File: config.mk
export PLATFORM = sky130hd
export DESIGN_NAME = control_sequencer
export DESIGN_NICKNAME = d
export VERILOG_FILES = /design/src/rtl/mini_src_pkg.sv /design/src/rtl/seq_decode.sv /design/src/rtl/control_sequencer.sv
export SDC_FILE = /design/constraint.sdc
export NUM_CORES = 1
export LEC_CHECK = 0
export CAP_MARGIN = 20
export CORE_MARGIN = 3
export CORE_UTILIZATION = 62
export CTS_CLUSTER_SIZE = 8
export DETAILED_ROUTE_END_ITERATION = 7
export DONT_BUFFER_PORTS = 1
export PLACE_DENSITY = 0.8
export SETUP_SLACK_MARGIN = 0.5
export SKIP_LAST_GASP = 1
export SLEW_MARGIN = 5
export SYNTH_ARGS = -nofsm -noshare
export SYNTH_HDL_FRONTEND = slang
export SYNTH_SLANG_ARGS = --single-unit
File: constraint.sdc
create_clock -name clock -period 4.1 [get_ports clock]
set_input_delay 0.41 -clock clock [delete_from_list [all_inputs] [get_ports clock]]
set_output_delay 0.41 -clock clock [all_outputs]
set_load 0.02 [all_outputs]
File: src/rtl/mini_src_pkg.sv
// rtl/mini_src_pkg.sv - Mini-SRC control sequencer opcodes, instruction classes and state encoding
package mini_src_pkg;

  localparam int OPW = 5;

  localparam logic [4:0] OP_ADD  = 5'b00011;
  localparam logic [4:0] OP_SUB  = 5'b00100;
  localparam logic [4:0] OP_AND  = 5'b00101;
  localparam logic [4:0] OP_OR   = 5'b00110;
  localparam logic [4:0] OP_ROR  = 5'b00111;
  localparam logic [4:0] OP_ROL  = 5'b01000;
  localparam logic [4:0] OP_SHR  = 5'b01001;
  localparam logic [4:0] OP_SHRA = 5'b01010;
  localparam logic [4:0] OP_SHL  = 5'b01011;
  localparam logic [4:0] OP_ADDI = 5'b01100;
  localparam logic [4:0] OP_ANDI = 5'b01101;
  localparam logic [4:0] OP_ORI  = 5'b01110;
  localparam logic [4:0] OP_DIV  = 5'b01111;
  localparam logic [4:0] OP_MUL  = 5'b10000;
  localparam logic [4:0] OP_NEG  = 5'b10001;
  localparam logic [4:0] OP_NOT  = 5'b10010;
  localparam logic [4:0] OP_NOP  = 5'b11010;
  localparam logic [4:0] OP_HALT = 5'b11011;

  typedef enum logic [2:0] {
    CLS_RTYPE,
    CLS_IMM,
    CLS_UNARY,
    CLS_MULDIV,
    CLS_NOP,
    CLS_HALT,
    CLS_ILLEGAL
  } cls_e;

  typedef enum logic [3:0] {
    ST_IDLE,
    ST_T0,
    ST_T1,
    ST_T2,
    ST_T3,
    ST_T4,
    ST_T5,
    ST_T6,
    ST_HALT
  } state_e;

endpackage

File: src/rtl/seq_decode.sv
// rtl/seq_decode.sv - combinational opcode to instruction-class decode
module seq_decode
  import mini_src_pkg::*;
(
  input  logic [OPW-1:0] opcode_i,
  output logic [2:0]     cls_o
);

  always_comb begin
    cls_o = CLS_ILLEGAL;
    unique case (opcode_i)
      OP_ADD, OP_SUB, OP_AND, OP_OR, OP_ROR, OP_ROL,
      OP_SHR, OP_SHRA, OP_SHL:        cls_o = CLS_RTYPE;
      OP_ADDI, OP_ANDI, OP_ORI:       cls_o = CLS_IMM;
      OP_NEG, OP_NOT:                 cls_o = CLS_UNARY;
      OP_MUL, OP_DIV:                 cls_o = CLS_MULDIV;
      OP_NOP:                         cls_o = CLS_NOP;
      OP_HALT:                        cls_o = CLS_HALT;
      default:                        cls_o = CLS_ILLEGAL;
    endcase
  end

endmodule

File: src/rtl/control_sequencer.sv
// rtl/control_sequencer.sv - Mini-SRC hardwired T0..T6 control sequencer
// Define SEQ_ILLEGAL_TRAP_EN to fault and halt on illegal opcodes instead of retiring them as nop.
module control_sequencer
  import mini_src_pkg::*;
#(
  parameter int OPW         = 5,
  parameter int MEM_TIMEOUT = 16,
  parameter int CNTW        = 16
) (
  input  logic            clock,
  input  logic            clear,
  input  logic            run,
  input  logic [31:0]     ir,
  input  logic            mem_ready,
  output logic            PCout,
  output logic            MARin,
  output logic            IncPC,
  output logic            Zin,
  output logic            Zlowout,
  output logic            Zhighout,
  output logic            PCin,
  output logic            Read,
  output logic            MDRin,
  output logic            MDRout,
  output logic            IRin,
  output logic            Yin,
  output logic            Cout,
  output logic            HIin,
  output logic            LOin,
  output logic            Gra,
  output logic            Grb,
  output logic            Grc,
  output logic            Rin,
  output logic            Rout,
  output logic [OPW-1:0]  alu_control,
  output logic            busy,
  output logic            halted,
  output logic            fault,
  output logic [CNTW-1:0] inst_count
);

`ifdef SEQ_ILLEGAL_TRAP_EN
  localparam bit TRAP_ILLEGAL = 1'b1;
`else
  localparam bit TRAP_ILLEGAL = 1'b0;
`endif

  localparam int WW = (MEM_TIMEOUT > 1) ? $clog2(MEM_TIMEOUT) : 1;
  localparam logic [WW-1:0] WAIT_LAST = WW'(MEM_TIMEOUT - 1);

  state_e          state_q;
  logic [WW-1:0]   wait_q;
  logic [CNTW-1:0] count_q;
  logic            fault_q;

  logic [OPW-1:0]  opcode;
  logic [2:0]      cls_raw;
  cls_e            cls;
  logic            retire;
  logic            unused_ir;

  assign opcode    = ir[31 -: OPW];
  assign unused_ir = ^ir[31-OPW:0];

  seq_decode u_decode (
    .opcode_i (opcode),
    .cls_o    (cls_raw)
  );

  assign cls = cls_e'(cls_raw);

  // Last step of every instruction that completes normally; run is only sampled here.
  always_comb begin
    retire = 1'b0;
    unique case (state_q)
      ST_T3:   retire = (cls == CLS_NOP) || ((cls == CLS_ILLEGAL) && !TRAP_ILLEGAL);
      ST_T5:   retire = (cls != CLS_MULDIV);
      ST_T6:   retire = 1'b1;
      default: retire = 1'b0;
    endcase
  end

  always_ff @(posedge clock) begin
    if (!clear) begin
      state_q <= ST_IDLE;
      wait_q  <= '0;
      count_q <= '0;
      fault_q <= 1'b0;
    end else if (retire) begin
      count_q <= count_q + 1'b1;
      state_q <= run ? ST_T0 : ST_IDLE;
    end else begin
      unique case (state_q)
        ST_IDLE: if (run) state_q <= ST_T0;
        ST_T0: begin
          wait_q  <= '0;
          state_q <= ST_T1;
        end
        ST_T1: begin
          if (mem_ready) begin
            state_q <= ST_T2;
          end else if (wait_q == WAIT_LAST) begin
            fault_q <= 1'b1;
            state_q <= ST_HALT;
          end else begin
            wait_q <= wait_q + 1'b1;
          end
        end
        ST_T2: state_q <= ST_T3;
        ST_T3: begin
          unique case (cls)
            CLS_UNARY: state_q <= ST_T5;
            CLS_HALT:  state_q <= ST_HALT;
            CLS_ILLEGAL: begin
              fault_q <= 1'b1;
              state_q <= ST_HALT;
            end
            default:   state_q <= ST_T4;
          endcase
        end
        ST_T4:   state_q <= ST_T5;
        ST_T5:   state_q <= ST_T6;
        default: state_q <= state_q;
      endcase
    end
  end

  always_comb begin
    PCout       = 1'b0;
    MARin       = 1'b0;
    IncPC       = 1'b0;
    Zin         = 1'b0;
    Zlowout     = 1'b0;
    Zhighout    = 1'b0;
    PCin        = 1'b0;
    Read        = 1'b0;
    MDRin       = 1'b0;
    MDRout      = 1'b0;
    IRin        = 1'b0;
    Yin         = 1'b0;
    Cout        = 1'b0;
    HIin        = 1'b0;
    LOin        = 1'b0;
    Gra         = 1'b0;
    Grb         = 1'b0;
    Grc         = 1'b0;
    Rin         = 1'b0;
    Rout        = 1'b0;
    alu_control = '0;
    unique case (state_q)
      ST_T0: begin
        PCout = 1'b1;
        MARin = 1'b1;
        IncPC = 1'b1;
        Zin   = 1'b1;
      end
      ST_T1: begin
        Zlowout = 1'b1;
        PCin    = 1'b1;
        Read    = 1'b1;
        MDRin   = 1'b1;
      end
      ST_T2: begin
        MDRout = 1'b1;
        IRin   = 1'b1;
      end
      ST_T3: begin
        if (cls == CLS_RTYPE || cls == CLS_IMM || cls == CLS_MULDIV) begin
          Grb  = 1'b1;
          Rout = 1'b1;
          Yin  = 1'b1;
        end else if (cls == CLS_UNARY) begin
          Grb         = 1'b1;
          Rout        = 1'b1;
          Zin         = 1'b1;
          alu_control = opcode;
        end
      end
      ST_T4: begin
        Zin         = 1'b1;
        alu_control = opcode;
        if (cls == CLS_IMM) begin
          Cout = 1'b1;
        end else begin
          Grc  = 1'b1;
          Rout = 1'b1;
        end
      end
      ST_T5: begin
        Zlowout = 1'b1;
        if (cls == CLS_MULDIV) begin
          LOin = 1'b1;
        end else begin
          Gra = 1'b1;
          Rin = 1'b1;
        end
      end
      ST_T6: begin
        Zhighout = 1'b1;
        HIin     = 1'b1;
      end
      default: ;
    endcase
  end

  assign busy       = (state_q != ST_IDLE) && (state_q != ST_HALT);
  assign halted     = (state_q == ST_HALT);
  assign fault      = fault_q;
  assign inst_count = count_q;

endmodule
After elaboration in Yosys (flattened, before gate mapping)
Memory sizes are Yosys's and may differ from the RTL's.
Cells that the tools add are included.

word-level totals
  memory bits (read-only) = 96
  register bits after elaboration = 25
  word-level logic and storage cells = 86
  memories kept = 1
  input port bits = 36

memories
  memory           words  bits a word  read ports  clocked after Yosys merged registers in  write ports  line              text
  (no name shown)  32     3            1           0                                        0            seq_decode.sv:11  unique case (opcode_i)

cells by class
  multiplexer cells = 39
  add/subtract/negate cells = 2
  bitwise gates (word level) = 1
  eq/ne operators = 23
  reduce and logical (&&, ||, !) cells = 16

operator list
  operator                                                                count
  4-bit one-hot mux with 7 select lines                                   1
  4-bit 2-to-1 mux                                                        6
  1-bit 2-to-1 mux                                                        23
  16-bit by 1-bit adder with 16-bit output (second input constant)        1
  4-bit by 3-bit equality test with 1-bit output (second input constant)  4
  4-bit one-hot mux with 2 select lines                                   2
  5-bit 2-to-1 mux                                                        2
  5-bit one-hot mux with 2 select lines                                   1
  3-bit equality test (second input constant)                             3
  4-bit by 2-bit equality test with 1-bit output (second input constant)  2
  4-bit equality test (second input constant)                             2
  2-bit != test (second input constant)                                   4
  4-bit != test (second input constant)                                   2
  8-bit nonzero test                                                      1
  3-bit by 2-bit equality test with 1-bit output (second input constant)  2
  1-bit one-hot mux with 2 select lines                                   3
  2-bit OR reduction                                                      3
  5-bit AND reduction                                                     1
  4-bit by 1-bit adder with 4-bit output (second input constant)          1
  4-bit by 1-bit equality test with 1-bit output (second input constant)  1
  4-bit logical NOT                                                       1
  4-bit AND reduction                                                     1
  2-bit nonzero test                                                      2
  4-bit nonzero test                                                      1
  9 further kinds                                                         11

Logic depth before layout (Yosys ltp)
Gate-level depths: netlist (run 1).
An unclocked memory read counts as a cell.

  depth after elaboration = 6
  mapped depth = 9
  depth with buffers taken out = 6

Hierarchy
Synthesis (run 1) repeated with hierarchy kept, for this count alone.

unflattened totals
  cell total of the unflattened synthesis = 214
  area, all modules = 1634.1 um2

by module, submodules not included
  module             sequential area each (um2)  area an instance (um2)  times used  cells an instance
  control_sequencer  500.5                       1566.5                  1           203
  seq_decode         0.0                         67.6                    1           11

Worst setup path before layout (run 1)
Ideal clock, no wire load.

  kind = input-to-reg
  from = input ir[27]
  to = register count_q[14] (netlist: inst_count[14])
  setup time = 70 ps
  data arrival time = 2286 ps
  slack = 1744 ps
  stages = 9
  path buffers = 3
  cells stage by stage = clkbuf_8 -> and2_2 -> a221oi_2 -> or2_1 -> buf_6 -> nor2_4 -> buf_6 -> or4_1 -> a21oi_1

between the ends
  longest elaborated chain between the ends = 4
  elaborated cells between the ends (all ways) = 6
  those cells by class = eq/ne (3); mux (1); reduce/logical (1); memory (1)

RTL lines
  item                                     line                     text
  start, declared                          control_sequencer.sv:13  input logic [31:0] ir,
  memory read 32 x 3 bit *                 n/a
  3-bit equality test                      control_sequencer.sv:76  ST_T3: retire = (cls == CLS_NOP) || ((cls == CLS_ILLEGAL) && !TRAP_ILLEGAL);
  1-bit logical OR                         control_sequencer.sv:76
  1-bit one-hot mux with 3 select lines *  control_sequencer.sv:75  unique case (state_q)
  end signal, assigned                     control_sequencer.sv:90  count_q <= count_q + 1'b1;
  end, declared                            control_sequencer.sv:53  logic [CNTW-1:0] count_q;

Every way passes the cells marked *; elsewhere a longest branch is shown, timed or not.
A chain may end at the register's enable or synchronous reset.

Worst setup path after layout (run 1)
  from = register state_q[2]
  to = register count_q[6] (netlist: inst_count[6])

between the ends
  longest elaborated chain between the ends = 2
  elaborated cells between the ends (all ways) = 4
  those cells by class = eq/ne (3); mux (1)

RTL lines
  item                                            line                      text
  start, declared                                 control_sequencer.sv:51   state_e state_q;
  start signal, assigned                          control_sequencer.sv:91   state_q <= run ? ST_T0 : ST_IDLE;
  start signal, assigned                          control_sequencer.sv:123  default: state_q <= state_q;
  4-bit by 3-bit equality test with 1-bit output  control_sequencer.sv:75
  1-bit one-hot mux with 3 select lines *         control_sequencer.sv:75

Marked as above.

==> metrics.md, run 1 <==
| Metric | Value |
|---|---|
| Run status | `finished clean` |
| Final GP Congestion | `0.894` |
| Synthesized instance count | `215` |
| Most frequently used cell type in the post-synthesis netlist | `sky130_fd_sc_hd__dfxtp_1` |
| Compound-gate portion of the synthesized area | `21.7%` |
| Total die area | `0.00347 sq mm` |
| Top area cells in the synthesized netlist | `sky130_fd_sc_hd__dfxtp_1 (29%), sky130_fd_sc_hd__nor2_1 (5.2%), sky130_fd_sc_hd__a21oi_1 (3.8%), sky130_fd_sc_hd__nand2_1 (3.7%), sky130_fd_sc_hd__buf_4 (3.5%)` |
| Fraction of synthesized cell area taken by the top area cell type | `28.9%` |
| Number of nets produced by synthesis | `253` |
| Via density per instance | `6.48` |
| Worst-margin pin slew | `0.756 ns` |
| Routed wire length | `3.76 mm` |
| WL/cell | `16.3 um` |
| Source-to-sink clock delay at the later pin of the worst-skew pair | `0.32 ns` |
| Net switching power figure | `272 uW` |
| Global-route wire length before repair | `6.24 mm` |
| Min-delay worst type | `in -> reg` |
| Synth Area in Adders | `1.44%` |
| Maximum number of pins on one net before global-route repair | `19` |
| Largest family of logic cells by synthesized area | `simple AND/OR/NAND/NOR gates` |
| Filler Cell Count | `240` |
| CTS root buf | `sky130_fd_sc_hd__clkbuf_4` |
| #FFs+latches synth | `25` |
| Critical path class | `reg -> reg` |
| Internal power consumption | `367 uW` |
| Share of cell area taken by muxes after synthesis | `1.16%` |
| Critical R2R Capture | `inst_count[6]` |
| Number of global-route vias before repair | `1389` |
| Number of top-level pins | `80` |
| Final design utilization | `64.6%` |
| Placement row count | `18` |
| Switching part of the total | `42.5%` |
| Syn. warnings | `0` |
| Clock-pin slew of the registers on the worst-case setup and hold paths | `0.14 ns` |
| Die height | `58.9 um` |
| Min-delay src | `clear` |
| Cell accounting for the most synthesized area | `sky130_fd_sc_hd__dfxtp_1` |
| CTS tree | `built` |
| Maximum buffer depth of the clock tree | `2` |
| Half-perimeter wire length of the detailed placement result | `2.73 mm` |
| Worst path required time | `4.34 ns` |
| Number of antenna violations at the first check in global routing | `0` |
| Placement-stage worst setup slack | `1.49 ns` |
| Share of total power in sequential cells | `45.6%` |
| Critical path endpoint category | `flop` |
| Proportion of register bits with asynchronous set or reset after synthesis | `0%` |
| Count of flip-flops with a built-in enable after synthesis | `0` |
| DR iter-0 viols | `116` |
| Drt drc | `0` |
| Final worst slack | `1.44 ns` |
| Placed cell area | `0.00162 sq mm` |
| Power density normalized to cell area | `385 mW/mm^2` |
| Via count | `1496` |
| Top fanout value on the critical path | `15` |
| Die width | `58.9 um` |
| Dominant synthesized flop cell | `sky130_fd_sc_hd__dfxtp_1` |
| Simple-gate portion of the synthesized area | `30.5%` |
| Global route total overflow | `0` |
| Endpoint arrival time on the critical path | `2.91 ns` |
| Hold-critical path endpoint | `inst_count[15]` |
| Slew Limit Fails | `0` |
| Maximum achievable frequency | `0.375 GHz` |
| Clock Sink Count | `25` |
| GRT Resource Usage Total | `23.1%` |
| Number of setup buffers added after CTS | `0` |
| Launch point of the worst reg-to-reg path | `state_q[2]` |
| Placeable core region | `0.00257 sq mm` |
| Final Instance Area | `0.00166 sq mm` |
| Hold WS | `0.225 ns` |
| Leakage power total | `0.000626 uW` |
| Worst hold path stage count | `2` |
| Setup violation total in the final timing report | `0` |
| Kind of start point of the critical path | `flop` |
| H-tree depth reported by CTS | `1` |
| Portion of the clock cycle consumed by the worst path in the final layout | `65.0%` |
| Clk pwr share | `17.2%` |
| RSZ-0062 raised after global routing | `no` |
| Number of buffers inserted by hold repair at cts | `0` |
| Fin nets | `240` |
| Effective utilization at floorplan | `67.5%` |
| Synthesized area | `0.00173 sq mm` |
| Post-synthesis to final-layout area growth | `-4.33%` |
| Number of iterations in the first detailed-routing pass | `4` |
| Antenna Violating Nets Remaining | `0` |
| Worst setup skew after layout | `0.00432 ns` |
| XOR/XNOR share of the synthesized area | `5.05%` |
| Tmin final | `2.66 ns` |
| Mean post-synth cell area | `8.06 sq um` |
| Slew HR | `49.4%` |
| Proportion of layout cells with a drive suffix above 1 | `10.4%` |
| CTS resizes | `0` |
| Number of cell instances on the worst register-to-register path | `6` |
| Maximum vdd drop | `0.375 mV` |
| Num CTS Buffers | `3` |
| Maximum capacitance violations | `0` |
| Final-layout setup total negative slack | `0 ns` |
| Leading cell types by count after synthesis | `sky130_fd_sc_hd__dfxtp_1 (25), sky130_fd_sc_hd__nor2_1 (24), sky130_fd_sc_hd__nand2_1 (17), sky130_fd_sc_hd__a21oi_1 (13), sky130_fd_sc_hd__buf_4 (8)` |
| Portion of total power attributed to combinational logic | `37.2%` |
| Port buffer count | `0` |
| Fin. Hold Viols | `0` |
| Ant. Diodes | `0` |
| Worst setup slack for register-to-register paths | `1.44 ns` |
| Sequential area share after synthesis | `28.9%` |
| Synth unique cells | `57` |
==> per-stage QoR <==
step	cells	total power, uW
3_3_place_gp	226	516
3_5_place_dp	226	523
6_report	231	639
5_1_grt	231	681
2_1_floorplan	215	537
4_1_cts	230	634
==> worst max-delay path by stage <==
stage / from / endpoint / slack [ns] / depth (start not counted)
2_1_floorplan: ir[27] / inst_count[14] / 1.74 / 9
3_3_place_gp: state_q[2] / inst_count[14] / 1.53 / 6
3_5_place_dp: state_q[2] / inst_count[14] / 1.49 / 6
4_1_cts: state_q[2] / inst_count[6] / 1.46 / 6
5_1_grt: state_q[2] / inst_count[6] / 1.18 / 6
6_report: state_q[2] / inst_count[6] / 1.44 / 6
==> power groups by stage <==
| stage | Clock [uW] | Sequential [uW] | Combinational (uW) |
|---|---|---|---|
| 4_1_cts | 116 | 289 | 229 |
| 6_report | 110 | 291 | 238 |
| 3_3_place_gp | 0 | 293 | 222 |
| 5_1_grt | 124 | 295 | 262 |
| 2_1_floorplan | 0 | 271 | 267 |
| 3_5_place_dp | 0 | 295 | 227 |
==> logic make-up (layout without fill, tap and decap cells) <==
family,Yosys count,in the layout
XOR/XNOR,10,10
adder cells (fa/ha/maj),2,2
flip-flops,25,25
buffers and inverters,29,15
AND/OR/NAND/NOR,95,95
multiplexers,2,2
AO/OA/AOI/OAI,52,52
==> flip-flops by register name, summed over array words and instances (netlist names) <==
register,flops
inst_count,16
wait_q,4
fault,1
state_q,4
==> critical path: stages, from the launching register on <==
cell and delay (ns):
sky130_fd_sc_hd__dfxtp_1 0.63, sky130_fd_sc_hd__nand2_1 0.17, sky130_fd_sc_hd__nor2_1 0.61, sky130_fd_sc_hd__or2_1 0.38, sky130_fd_sc_hd__nor2_4 0.13, sky130_fd_sc_hd__or4_1 0.51, sky130_fd_sc_hd__a21oi_1 0.15
==> routing by layer <==
metal | wire length [um] | vias up | part of all wire [%] | track usage (%)
li1 | - | 741 | - | -
met1 | 1590 | 695 | 42 | 28.2
met2 | 1820 | 56 | 48 | 39.4
met3 | 325 | 4 | 8.6 | 7.24
met4 | 28 | 0 | 0.74 | 5.50
met5 | 0 | - | 0 | 0
==> cell type report <==
cell class / count / area [sq um] / share of cell area [%]
clock buffer: 3 / 22.5 / 1.36
multi-input combinational: 161 / 1040 / 62.5
timing repair buffer: 3 / 26.3 / 1.58
inverter: 8 / 30.0 / 1.81
tap: 30 / 37.5 / 2.26
sequential: 25 / 500 / 30.2
clock inverter: 1 / 5.00 / 0.302
==> cells in the final DEF (no fill, tap or decap), types with 2 or more instances in the layout <==
master,instances
sky130_fd_sc_hd__a21boi_0,2
sky130_fd_sc_hd__a21o_1,2
sky130_fd_sc_hd__a21oi_1,13
sky130_fd_sc_hd__a31oi_1,2
sky130_fd_sc_hd__and2_1,3
sky130_fd_sc_hd__and2_2,2
sky130_fd_sc_hd__and3_1,4
sky130_fd_sc_hd__and4_1,2
sky130_fd_sc_hd__buf_4,2
sky130_fd_sc_hd__clkbuf_4,3
sky130_fd_sc_hd__dfxtp_1,25
sky130_fd_sc_hd__ha_1,2
sky130_fd_sc_hd__inv_1,7
sky130_fd_sc_hd__mux2i_1,2
sky130_fd_sc_hd__nand2_1,17
sky130_fd_sc_hd__nand2b_1,6
sky130_fd_sc_hd__nand3_1,5
sky130_fd_sc_hd__nand4_1,3
sky130_fd_sc_hd__nor2_1,24
sky130_fd_sc_hd__nor2b_1,3
sky130_fd_sc_hd__nor3_1,4
sky130_fd_sc_hd__nor3b_1,2
sky130_fd_sc_hd__nor4_1,2
sky130_fd_sc_hd__o211ai_1,3
sky130_fd_sc_hd__o21a_1,2
sky130_fd_sc_hd__o21ai_0,7
sky130_fd_sc_hd__o311ai_0,3
sky130_fd_sc_hd__o31ai_1,7
sky130_fd_sc_hd__or2_2,3
sky130_fd_sc_hd__or3_1,3
sky130_fd_sc_hd__or4_1,5
sky130_fd_sc_hd__xnor2_1,4
sky130_fd_sc_hd__xor2_1,6
(Power assumes the default switching activity.)
==> run 2, diff against run 1 <==
CORE_UTILIZATION = 57   (was 62)
PLACE_DENSITY = 0.77   (was 0.8)
clock period = 2.1 ns   (was 4.1 ns; I/O delays follow)
==> run 2 against run 1 <==
Via count up 50%. Clock-buffer cell count up 1. Combinational power rose to 5.3 times the previous value. Sequential share of layout area down 11 points. Total power rose to 3.2 times the previous value. Critical path depth unchanged. Critical path type is now reg -> out. Critical endpoint is now alu_control[1]. Largest power group is now combinational cells.
==> metrics.md, run 2 (synthesis gave the netlist of run 1 again) <==
| Metric | Value |
|---|---|
| Most frequent standard cell in the layout excluding fill and tap cells | `sky130_fd_sc_hd__buf_4` |
| Worst hold path stage count | `2` |
| Critical path class | `reg -> out` |
| CTS tree | `built` |
| Num CTS Buffers | `3` |
| Setup violation total in the final timing report | `0` |
| Via count | `2244` |
| WL/cell | `27.9 um` |
| CTS root buf | `sky130_fd_sc_hd__clkbuf_4` |
| Clock Sink Count | `25` |
| H-tree depth reported by CTS | `1` |
| Worst-margin pin slew | `0.562 ns` |
| Portion of the clock cycle consumed by the worst path in the final layout | `95.3%` |
| Critical path endpoint category | `output port` |
| Half-perimeter wire length of the detailed placement result | `3.21 mm` |
| Maximum vdd drop | `0.844 mV` |
| Number of global-route vias before repair | `1913` |
| Drt drc | `0` |
| Ant. Diodes | `0` |
| Min-delay src | `clear` |
| Maximum buffer depth of the clock tree | `2` |
| Placeable core region | `0.00283 sq mm` |
| Number of antenna violations at the first check in global routing | `0` |
| Run status | `finished clean` |
| Maximum achievable frequency | `0.500 GHz` |
| Port buffer count | `0` |
| DR iter-0 viols | `403` |
| Global-route wire length before repair | `9.17 mm` |
| Total die area | `0.00374 sq mm` |
| Worst setup skew after layout | `0.00425 ns` |
| Proportion of layout cells with a drive suffix above 1 | `57.2%` |
| Maximum number of pins on one net before global-route repair | `16` |
| Clock-pin slew of the registers on the worst-case setup and hold paths | `0.15 ns` |
| Slowest cell on the critical path | `sky130_fd_sc_hd__dfxtp_4` |
| Top fanout value on the critical path | `4` |
| Power density normalized to cell area | `747 mW/mm^2` |
| Worst setup slack for register-to-register paths | `0.13 ns` |
| Slew HR | `62.1%` |
| GRT Resource Usage Total | `33.1%` |
| Number of iterations in the first detailed-routing pass | `6` |
| Number of cell instances on the worst register-to-register path | `7` |
| Final-layout setup total negative slack | `0 ns` |
| Worst path required time | `1.89 ns` |
| Hold-critical path endpoint | `inst_count[13]` |
| RSZ-0062 raised after global routing | `yes` |
| Global route total overflow | `0` |
| Post-synthesis to final-layout area growth | `58.5%` |
| Routed wire length | `8.41 mm` |
| Largest incremental delay on the critical path | `0.40 ns` |
| Critical path, cell by cell | `nand2b_4 -> nor3_4 -> buf_6 -> a31oi_4 -> nor2b_1 -> buf_4` |
| Flip-flop count of the largest register after layout | `16` |
| Antenna Violating Nets Remaining | `0` |
| Tmin final | `2.00 ns` |
| Most used cells in the layout excluding fill and tap cells | `sky130_fd_sc_hd__buf_4 (46), sky130_fd_sc_hd__nor2_1 (20), sky130_fd_sc_hd__buf_6 (17), sky130_fd_sc_hd__dfxtp_1 (15), sky130_fd_sc_hd__nand2_1 (13)` |
| Critical R2R Capture | `inst_count[15]` |
| Number of non-filler instances in the completed layout | `302` |
| Via density per instance | `7.43` |
| Dpl cells | `257` |
| Slew Limit Fails | `0` |
| Fin nets | `310` |
| Number of logic stages on the critical path including buffering | `6` |
| Placement row count | `19` |
| Leakage power total | `0.00112 uW` |
| Final GP Congestion | `0.893` |
| Buffers and inverters on the worst path | `2` |
| Effective utilization at floorplan | `61.3%` |
| Endpoint arrival time on the critical path | `1.79 ns` |
| Maximum capacitance violations | `0` |
| Fin. Hold Viols | `0` |
| Min-delay worst type | `in -> reg` |
| Source-to-sink clock delay at the later pin of the worst-skew pair | `0.35 ns` |
| Die height | `61.1 um` |
| Crit-path leading delay family | `simple AND/OR/NAND/NOR gates` |
| Launch point of the worst reg-to-reg path | `state_q[1]` |
| Kind of start point of the critical path | `flop` |
| Number of top-level pins | `80` |
| Die width | `61.1 um` |
run 2: layer usage:
metal | vias to the layer above | global-route usage [%] | part of all wire [%]
met5 | - | 0 | 0
met4 | 0 | 11.5 | 7.1
met3 | 71 | 9.01 | 13
li1 | 876 | - | -
met1 | 1042 | 36.5 | 34
met2 | 255 | 60.7 | 46
run 2: area by class of cell:
cell class	instances	area (sq um)
Multi-Input combinational cell	162	1440
Timing Repair Buffer	72	672
Sequential cell	25	526
Fill cell	44	82.6
Inverter	8	42.5
Tap cell	31	38.8
Clock buffer	4	26.3
run 2: power by group:
| part | total, uW | internal, uW | switching, uW |
|---|---|---|---|
| sequential | 550 | 508 | 41.9 |
| clock | 245 | 75.2 | 170 |
| combinational | 1260 | 593 | 664 |
| total | 2050 | 1180 | 876 |
run 2: how the worst max path moves through the flow:
stage	start	end	slack, ns
after floorplan	state_q[0]	inst_count[14]	0.12
after global placement	state_q[2]	inst_count[14]	0.20
after detailed placement	state_q[2]	inst_count[8]	0.15
after CTS	state_q[1]	alu_control[1]	0.29
after global routing	state_q[0]	alu_control[1]	0.09
final	state_q[1]	alu_control[1]	0.1
run 2: metrics by stage:
step | worst slack, ns | total power, uW | util, % | cell area, sq um | hold WS, ns
after CTS | 0.293 | 1740 | 84.5 | 2390 | 0.0137
after global placement | 0.197 | 1140 | 67.2 | 1900 | 0.336
final | 0.0983 | 2050 | 97.1 | 2750 | 0.00393
after detailed placement | 0.148 | 1150 | 67.2 | 1900 | 0.338
after global routing | 0.0909 | 2110 | 97.1 | 2750 | 0.00591
after floorplan | 0.117 | 1080 | - | 1800 | 0.342
run 2: repair_timing:
action	CTS	global route
cloned	1	0
endpoints found under the hold margin	1	2
resized for setup	69	50
endpoints found under the setup margin	47	49
pin swaps	25	34
hold buffers	1	2
setup buffers	23	14
==> run 3, diff against run 2 <==
CORE_UTILIZATION = 50   (was 57)
PLACE_DENSITY = 0.7   (was 0.77)
==> run 3 against run 2 <==
Clock-buffer cell count shrank 1. Via count shrank 18%. Sequential cell count is the same. Wire length shrank 36%. Critical endpoint is now alu_control[0]. Highest routed layer unchanged.
==> metrics.md, run 3 (synthesis gave the netlist of run 1 again) <==
| Metric | Value |
|---|---|
| Number of antenna violations at the first check in global routing | `0` |
| Worst setup path end | `alu_control[0]` |
| Endpoint arrival time on the critical path | `1.66 ns` |
| Startpoint of the worst setup timing path | `state_q[1]` |
| Run status | `finished clean` |
| Maximum achievable frequency | `0.535 GHz` |
| Tmin final | `1.87 ns` |
| Filler Cell Count | `204` |
| Flip-flop count of the largest register after layout | `16` |
| Number of buffers inserted by hold repair at cts | `0` |
| Kind of start point of the critical path | `flop` |
| Critical R2R Capture | `inst_count[14]` |
| H-tree depth reported by CTS | `1` |
| Launch point of the worst reg-to-reg path | `state_q[1]` |
| Number of top-level pins | `80` |
| Fin. Hold Viols | `0` |
| Via count | `1832` |
| Global route total overflow | `0` |
| Critical path endpoint category | `output port` |
| Critical path class | `reg -> out` |
| Number of non-filler instances in the completed layout | `306` |
| Number of cell instances on the worst register-to-register path | `6` |
| Global-route wire length before repair | `8.51 mm` |
| Routed wire length | `5.41 mm` |
| Proportion of layout cells with a drive suffix above 1 | `47.7%` |
| Top fanout value on the critical path | `5` |
| Setup violation total in the final timing report | `0` |
| Worst path required time | `1.89 ns` |
| Leakage power total | `0.00104 uW` |
| Largest incremental delay on the critical path | `0.40 ns` |
| Drt drc | `0` |
| Die height | `64.9 um` |
| Ant. Diodes | `0` |
| Maximum number of pins on one net before global-route repair | `16` |
| Final total power | `1810 uW` |
| Maximum capacitance violations | `0` |
| Port buffer count | `0` |
| Total die area | `0.00421 sq mm` |
| Worst-margin pin slew | `0.537 ns` |
| Clock Sink Count | `25` |
| Most used cells in the layout excluding fill and tap cells | `sky130_fd_sc_hd__buf_4 (44), sky130_fd_sc_hd__nor2_1 (20), sky130_fd_sc_hd__buf_6 (19), sky130_fd_sc_hd__nand2_1 (16), sky130_fd_sc_hd__dfxtp_1 (15)` |
| Portion of the clock cycle consumed by the worst path in the final layout | `89.0%` |
| Source-to-sink clock delay at the later pin of the worst-skew pair | `0.32 ns` |
| Slew Limit Fails | `0` |
| Num CTS Buffers | `3` |
| RSZ-0062 raised after global routing | `yes` |
| Worst setup skew after layout | `0.0154 ns` |
| Placement row count | `20` |
| Most frequent standard cell in the layout excluding fill and tap cells | `sky130_fd_sc_hd__buf_4` |
| Effective utilization at floorplan | `54.5%` |
| Maximum vdd drop | `0.621 mV` |
| Fin nets | `301` |
| DR iter-0 viols | `140` |
| GRT Resource Usage Total | `25.1%` |
| Maximum buffer depth of the clock tree | `2` |
| Final GP Congestion | `0.839` |
| Antenna Violating Nets Remaining | `0` |
| WL/cell | `17.7 um` |
| Number of global-route vias before repair | `1785` |
| Slew HR | `63.8%` |
| Die width | `64.9 um` |
| Placed cell area | `0.00193 sq mm` |
| Final Instance Area | `0.00251 sq mm` |
| Placeable core region | `0.00318 sq mm` |
| Critical path, cell by cell | `nand2b_4 -> nor3_4 -> buf_6 -> a31oi_4 -> nor2b_1 -> buf_4` |
| Final-layout setup total negative slack | `0 ns` |
| CTS root buf | `sky130_fd_sc_hd__clkbuf_4` |
| Power density normalized to cell area | `721 mW/mm^2` |
| Number of iterations in the first detailed-routing pass | `5` |
| Clock-pin slew of the registers on the worst-case setup and hold paths | `0.15 ns` |
| Dpl cells | `271` |
| Worst setup slack for register-to-register paths | `0.27 ns` |
| CTS tree | `built` |
| Slowest cell on the critical path | `sky130_fd_sc_hd__dfxtp_4` |
| Half-perimeter wire length of the detailed placement result | `3.32 mm` |
| Hold WS | `0.0164 ns` |
| Post-synthesis to final-layout area growth | `44.8%` |
| Min-delay worst type | `in -> reg` |
| Via density per instance | `5.99` |
-- run 3: cell count changes in the layout (fill, tap and decap cells not counted), moves of 4 or more --
cell	change
sky130_fd_sc_hd__or4_4	-4
sky130_fd_sc_hd__o31ai_1	+4
sky130_fd_sc_hd__or4_1	+4
sky130_fd_sc_hd__a21oi_1	+7
sky130_fd_sc_hd__a21oi_2	-7
-- run 3: routing by layer --
metal  global-route usage (%)  vias up  part of all wire [%]
li1                         -      862                     -
met1                     29.0      891                    41
met2                     46.1       67                    51
met3                     4.68       12                   6.6
met4                     7.92        0                   1.7
met5                        0        -                     0
-- run 3: area by class of cell --
class	instances	area (sq um)	share of cell area [%]
inverter	8	38.8	1.55
multi-input combinational	161	1300	51.8
clock inverter	1	6.26	0.249
timing repair buffer	64	564	22.5
tap	44	55.1	2.19
sequential	25	523	20.8
clock buffer	3	22.5	0.898
-- run 3: critical path: cells and delay by family (launching register included) --
family	cells	cell delay (ns)
compound gates	1	0.10
buf+inv	2	0.30
flops	1	0.40
simple gates	3	0.53
-- run 3: power by group --
part	internal, uW	switching [uW]	total, uW	leakage [uW]
clock network	74.1	149	223	0.0000183
registers	509	36.4	545	0.000208
logic	483	558	1040	0.000812
total	1070	744	1810	0.00104
-- run 3: how the worst min path moves through the flow --
stage          start             end  slack (ns)  depth (start not counted)
3_5_place_dp   clear   inst_count[7]        0.34                          1
5_1_grt        clear   inst_count[7]        0.02                          1
4_1_cts        clear   inst_count[7]        0.02                          1
3_3_place_gp   clear   inst_count[7]        0.34                          1
2_1_floorplan    run      state_q[0]        0.34                          2
6_report       clear  inst_count[15]        0.02                          2
-- run 3: what timing repair did --
item | CTS | global route
pin swaps | 18 | 16
setup buffers | 19 | 12
resized for setup | 58 | 24
setup endpoints to repair | 50 | 46
hold endpoints to repair | 0 | 0
-- run 3: metrics by stage --
stage	utilization (%)	setup slack, ns
final	78.9	0.230
after global routing	78.9	0.134
after CTS	73.0	0.288
after detailed placement	60.6	0.152
after global placement	60.6	0.219
after floorplan	-	0.117
